`config.mk`:
```
export PLATFORM = sky130hd
export DESIGN_NAME = ooo_control_unit
export DESIGN_NICKNAME = d
export VERILOG_FILES = /design/src/rtl/ooo_control_unit.sv
export SDC_FILE = /design/constraint.sdc
export NUM_CORES = 1
export LEC_CHECK = 0
export BUFFER_PORTS_ARGS = -buffer_cell sky130_fd_sc_hd__buf_2
export CORE_ASPECT_RATIO = 1.4
export CORE_MARGIN = 1
export CORE_UTILIZATION = 45
export DETAILED_ROUTE_END_ITERATION = 8
export PLACE_DENSITY = 0.84
export SLEW_MARGIN = 20
export SYNTH_ARGS = -nofsm -noshare
export SYNTH_HDL_FRONTEND = slang
export SYNTH_SLANG_ARGS = --single-unit
```
`constraint.sdc`:
```
create_clock -name clk -period 4.4 [get_ports clk]
set_input_delay 1.1 -clock clk [delete_from_list [all_inputs] [get_ports clk]]
set_output_delay 1.1 -clock clk [all_outputs]
set_load 0.02 [all_outputs]
```
`src/rtl/ooo_control_unit.sv`:
```
// Decode/control unit for the 18-bit pipelined core: datapath controls, NZVC flags, branches, hazards.
// Optional MULDIV_EN enables MUL/DIV decode; otherwise op11/op12 decode as NOP.
module ooo_control_unit (
    input  logic        clk,
    input  logic        reset,
    input  logic [17:0] instr,
    input  logic        negative,
    input  logic        zero,
    input  logic        overflow,
    input  logic        carry_out,
    input  logic        commandZero,
    output logic [3:0]  flags,
    output logic [3:0]  commandType,
    output logic [4:0]  regRD,
    output logic [2:0]  ALUOp,
    output logic [1:0]  whichMath,
    output logic        ALUSrc,
    output logic        dOrImm,
    output logic        reg2Loc,
    output logic        regWrite,
    output logic        memWrite,
    output logic        read_enable,
    output logic        memToReg,
    output logic        valueToStore,
    output logic        saveCond,
    output logic        leftShift,
    output logic        mult,
    output logic        div,
    output logic        uncondBr,
    output logic        brTaken,
    output logic        BRMI,
    output logic        doingABranch,
    output logic        whichFlags,
    output logic        needToForward
);

    logic [3:0] op;
    logic [4:0] rd;
    logic [4:0] rn;
    logic [1:0] kind;
    logic [1:0] cond;
    logic       unused_imm;

    assign op         = instr[17:14];
    assign rd         = instr[13:9];
    assign rn         = instr[8:4];
    assign kind       = instr[13:12];
    assign cond       = instr[11:10];
    assign unused_imm = ^instr[3:0];

    logic [4:0] prev_rd;
    logic       prev_reg_write;
    logic       prev_save_cond;

    assign commandType = op;
    assign regRD       = rd;
    assign whichFlags  = prev_save_cond;

    // Flags set by the previous instruction are still only live on the ALU
    logic sel_n;
    logic sel_z;
    logic sel_v;
    logic cond_met;

    assign sel_n = whichFlags ? negative : flags[3];
    assign sel_z = whichFlags ? zero     : flags[2];
    assign sel_v = whichFlags ? overflow : flags[1];

    always_comb begin
        cond_met = 1'b0;
        unique case (cond)
            2'b00: cond_met = sel_z;
            2'b01: cond_met = !sel_z;
            2'b10: cond_met = sel_n != sel_v;
            2'b11: cond_met = sel_n == sel_v;
            default: cond_met = 1'b0;
        endcase
    end

    logic reads_rd;
    logic reads_rn;

    always_comb begin
        ALUOp        = 3'b000;
        whichMath    = 2'b00;
        ALUSrc       = 1'b0;
        dOrImm       = 1'b0;
        reg2Loc      = 1'b0;
        regWrite     = 1'b0;
        memWrite     = 1'b0;
        read_enable  = 1'b0;
        memToReg     = 1'b0;
        valueToStore = 1'b0;
        saveCond     = 1'b0;
        leftShift    = 1'b0;
        mult         = 1'b0;
        div          = 1'b0;
        uncondBr     = 1'b0;
        brTaken      = 1'b0;
        BRMI         = 1'b0;
        doingABranch = 1'b0;
        reads_rd     = 1'b0;
        reads_rn     = 1'b0;
        unique case (op)
            4'd1, 4'd2, 4'd3, 4'd4, 4'd5, 4'd7: begin
                unique case (op)
                    4'd2:    ALUOp = 3'b011;
                    4'd3:    ALUOp = 3'b100;
                    4'd4:    ALUOp = 3'b101;
                    4'd5:    ALUOp = 3'b110;
                    default: ALUOp = 3'b010;
                endcase
                regWrite = 1'b1;
                reg2Loc  = 1'b1;
                saveCond = op == 4'd7;
                reads_rd = 1'b1;
                reads_rn = 1'b1;
            end
            4'd6: begin
                ALUOp    = 3'b010;
                ALUSrc   = 1'b1;
                regWrite = 1'b1;
                reads_rd = 1'b1;
            end
            4'd8: begin
                ALUOp    = 3'b011;
                saveCond = 1'b1;
                reg2Loc  = 1'b1;
                reads_rd = 1'b1;
                reads_rn = 1'b1;
            end
            4'd9, 4'd10: begin
                whichMath = 2'b01;
                leftShift = op == 4'd9;
                regWrite  = 1'b1;
                reads_rd  = 1'b1;
            end
`ifdef MULDIV_EN
            4'd11, 4'd12: begin
                whichMath = (op == 4'd11) ? 2'b10 : 2'b11;
                mult      = op == 4'd11;
                div       = op == 4'd12;
                regWrite  = 1'b1;
                reg2Loc   = 1'b1;
                reads_rd  = 1'b1;
                reads_rn  = 1'b1;
            end
`endif
            4'd13: begin
                ALUOp       = 3'b010;
                ALUSrc      = 1'b1;
                dOrImm      = 1'b1;
                read_enable = 1'b1;
                memToReg    = 1'b1;
                regWrite    = 1'b1;
                reads_rn    = 1'b1;
            end
            4'd14: begin
                ALUOp        = 3'b010;
                ALUSrc       = 1'b1;
                dOrImm       = 1'b1;
                memWrite     = 1'b1;
                valueToStore = 1'b1;
                reads_rd     = 1'b1;
                reads_rn     = 1'b1;
            end
            4'd15: begin
                doingABranch = 1'b1;
                unique case (kind)
                    2'b00: begin
                        uncondBr = 1'b1;
                        brTaken  = 1'b1;
                    end
                    2'b01: begin
                        brTaken  = commandZero;
                        reads_rn = 1'b1;
                    end
                    2'b10: brTaken = cond_met;
                    2'b11: begin
                        BRMI     = 1'b1;
                        uncondBr = 1'b1;
                        brTaken  = 1'b1;
                        reads_rn = 1'b1;
                    end
                    default: brTaken = 1'b0;
                endcase
            end
            default: ;
        endcase
    end

    // X31 is the zero register, so a write to it never creates a hazard
    assign needToForward = prev_reg_write && (prev_rd != 5'd31) &&
                           ((reads_rd && (rd == prev_rd)) ||
                            (reads_rn && (rn == prev_rd)));

    always_ff @(posedge clk or posedge reset) begin
        if (reset) begin
            flags          <= 4'b0000;
            prev_rd        <= 5'd0;
            prev_reg_write <= 1'b0;
            prev_save_cond <= 1'b0;
        end else begin
            prev_rd        <= rd;
            prev_reg_write <= regWrite;
            prev_save_cond <= saveCond;
            if (prev_save_cond)
                flags <= {negative, zero, overflow, carry_out};
        end
    end

endmodule

```
==> impl_metrics.toml <==
[pwr]
worst_ir_drop_vdd_mv = 0.229
leakage_nw = 0.589
cellPowerDensity_nw_per_um2 = 272
finalPower_mw = 0.313

[global_route]
antenna_violations_before_repair = 0
overflow = 0
grt_use_total_pct = 18.6
wire_length_of_the_first_global_routing_pass_um = 3030
vias_in_the_first_global_route = 743
grt_max_degree = 18

[drt]
detail_route.drc_violations = 0
dr.pass1.iters = 2
wl_per_cell_um = 11.9
post_drt_via_cell_ratio = 5.10
initialDrtViolationCount = 11
ant_nets = 0
num_vias = 862
wirelength_um = 2020

[die]
design.portCount = 61
core_outline_area_um2 = 1970
initial_utilization_pct = 48.1
core.rowCount = 19
die-width_um = 40.8
die_h_um = 56.3
design.die.area_um2 = 2300

[critical_path]
worstPathCellList = "buf_2 -> inv_1 -> ha_1 -> o32ai_1 -> a2111oi_2 -> o311ai_1 -> a21oi_1 -> buf_2"
timing.critical_path.slowest_stage_cell = "sky130_fd_sc_hd__a2111oi_2"
worst-setup-path-type = "in -> out"
worst-endpoint-arrival_ns = 2.48
critical_path.startpoint_type = "primary input"
crit_path_max_fanout = 6
critical-path-max-stage-delay_ns = 0.38
worst_setup_path_end_kind = "output port"
critPathRequiredTime_ns = 3.30
path_common_cell = "sky130_fd_sc_hd__buf_2"

[synthesis]
postSynthCellCount = 107
synth.lib_cells_used.distinct = 36
yosys_warnings = 0
seq_area_frac_synth_pct = 29.0
synthesized_cell_area_um2 = 948
syn_area_per_cell_um2 = 8.86
postSynthRegisterBits = 11

[final_layout]
postLayoutCoreUtil_pct = 58.1
area_delta_synth_final_pct = 21.0
layout.cells.most_common_list = "53 x sky130_fd_sc_hd__buf_2, 12 x sky130_fd_sc_hd__nor2_1, 11 x sky130_fd_sc_hd__dfrtp_1"
final.fill_count = 204
post_route_cells_drive_above_1_share_pct = 44.6
final_cells = 169
finish.net_count = 177
final_common_cell = "sky130_fd_sc_hd__buf_2"
diodes_inserted = 0

[clock_tree]
cts_post_setup_buffers_inserted = 0
clock_path_buffers = 2
cts_buf_count = 3
clkSlewWorstSetupHoldPaths_ns = 0.06
cts.hold.buffers_added = 0
clock-sinks = 11
clock_tree.htree_level_count = 1
cts_root_buf = "sky130_fd_sc_hd__clkbuf_4"
worst_skew_pair.late_latency_ns = 0.26
cts_tree = "done"
postcts_resize_cnt = 0

[job]
drv.max_cap_violation_count = 0

[sta]
total_negative_setup_slacks_ns = 0
period_needed_ns = 3.58
maxClockFrequency_mhz = 279
clock-skew-final_ns = 0.00343
grt_setup_unrepaired = "false"
period_share_pct = 81.5
hold_violations = 0
setup-violations-final = 0
final_slew_viol_count = 0

[place]
dpl_hpwl_um = 1660
numPlacedInstances = 165
finalWeightedCongestion = 0.726
io_buffer_count = 53

[outcome]
status = "completed"

[min_path]
hp-class = "reg -> reg"
[logic make-up (layout without fill, tap and decap cells)]
group | after synthesis | after routing | synth area share, %
other | 1 | 3 | 0.395
buffers and inverters | 22 | 61 | 14.9
AOI/OAI and AO/OA | 21 | 21 | 16.0
muxes | 6 | 6 | 7.26
xor gates and xnor gates | 14 | 14 | 12.9
and+or+nand+nor | 29 | 29 | 15.6
DFF | 11 | 11 | 29.0
adders and majority gates | 3 | 3 | 3.96
[routing by layer]
layer / routed length (um) / up-vias / share of wire, % / track usage, %
met4: 0 / 0 / 0 / 7.14
met3: 153 / 0 / 7.6 / 2.37
li1: - / 435 / - / -
met2: 1070 / 45 / 53 / 32.8
met5: 0 / - / 0 / 0
met1: 796 / 382 / 39 / 20.5
[state kept, by name, indices dropped and copies added, names as in the netlist]
signal,count
flags,4
prev_rd,5
prev_reg_write,1
whichFlags,1
[power by group]
| part | switching, mW | internal [mW] | total (mW) |
|---|---|---|---|
| combinational | 0.0744 | 0.0492 | 0.124 |
| sequential | 0.0100 | 0.113 | 0.123 |
| clock | 0.0309 | 0.0350 | 0.0660 |
| total | 0.115 | 0.197 | 0.313 |
[synth_stat cells (all sizes together)]
cell     count  area, um^2
a21oi        5        25.0
xor2         8        70.1
o311ai       1        8.76
nor4         1        6.26
nand3        2        10.0
nand4        1        6.26
and2         2        12.5
dfrtp       11         275
or3          1        6.26
o32ai        1        8.76
o22ai        1        6.26
a221oi       1        8.76
or2b         1        7.51
nand2        5        21.3
o311a        1        10.0
nand2b       1        6.26
mux2i        2        20.0
a22oi        1        7.51
a2111oi      2        30.0
o21ai        7        38.8
mux2         4        48.8
buf         17         123
clkbuf       1        3.75
inv          4        15.0
o31ai        1        7.51
nand3b       2        15.0
ha           3        37.5
conb         1        3.75
nor2        13        56.3
xnor2        6        52.6
[through the flow]
stage,hold WS (ns),setup WS [ns],area (um^2)
after global placement,0.487,0.801,1120
after global routing,0.529,0.710,1150
final,0.511,0.816,1150
after detailed placement,0.494,0.805,1120
after floorplan,0.636,1.02,956
after CTS,0.516,0.797,1150
[cell type report]
| type | count | area, um^2 | area share (%) |
|---|---|---|---|
| multi-input combinational | 76 | 539 | 47.0 |
| sequential | 11 | 275 | 24.0 |
| timing repair buffer | 53 | 265 | 23.1 |
| clock buffer | 4 | 26.3 | 2.29 |
| tap | 21 | 26.3 | 2.29 |
| inverter | 4 | 15.0 | 1.31 |
[critical path: cells and delay by family]
kind | cells | cell delay, ns
AO/OA/AOI/OAI | 4 | 0.81
buffers and inverters | 3 | 0.38
adder cells (fa/ha/maj) | 1 | 0.19
[worst paths after layout]
kind	start	endpoint	slack (ns)	cells past startpoint
worst max-delay path	instr[13]	needToForward	0.82	8
worst min register to register	flags[0]$_DFFE_PP0P_	flags[0]$_DFFE_PP0P_	0.51	1
worst min-delay path	flags[0]$_DFFE_PP0P_	flags[0]$_DFFE_PP0P_	0.51	1
min in group asynchronous	reset	prev_rd[1]$_DFF_PP0_	0.81	2
max in group asynchronous	reset	prev_rd[2]$_DFF_PP0_	3.30	2
worst max register to register	whichFlags$_DFF_PP0_	flags[0]$_DFFE_PP0P_	3.43	1
(Power assumes the default switching activity.)
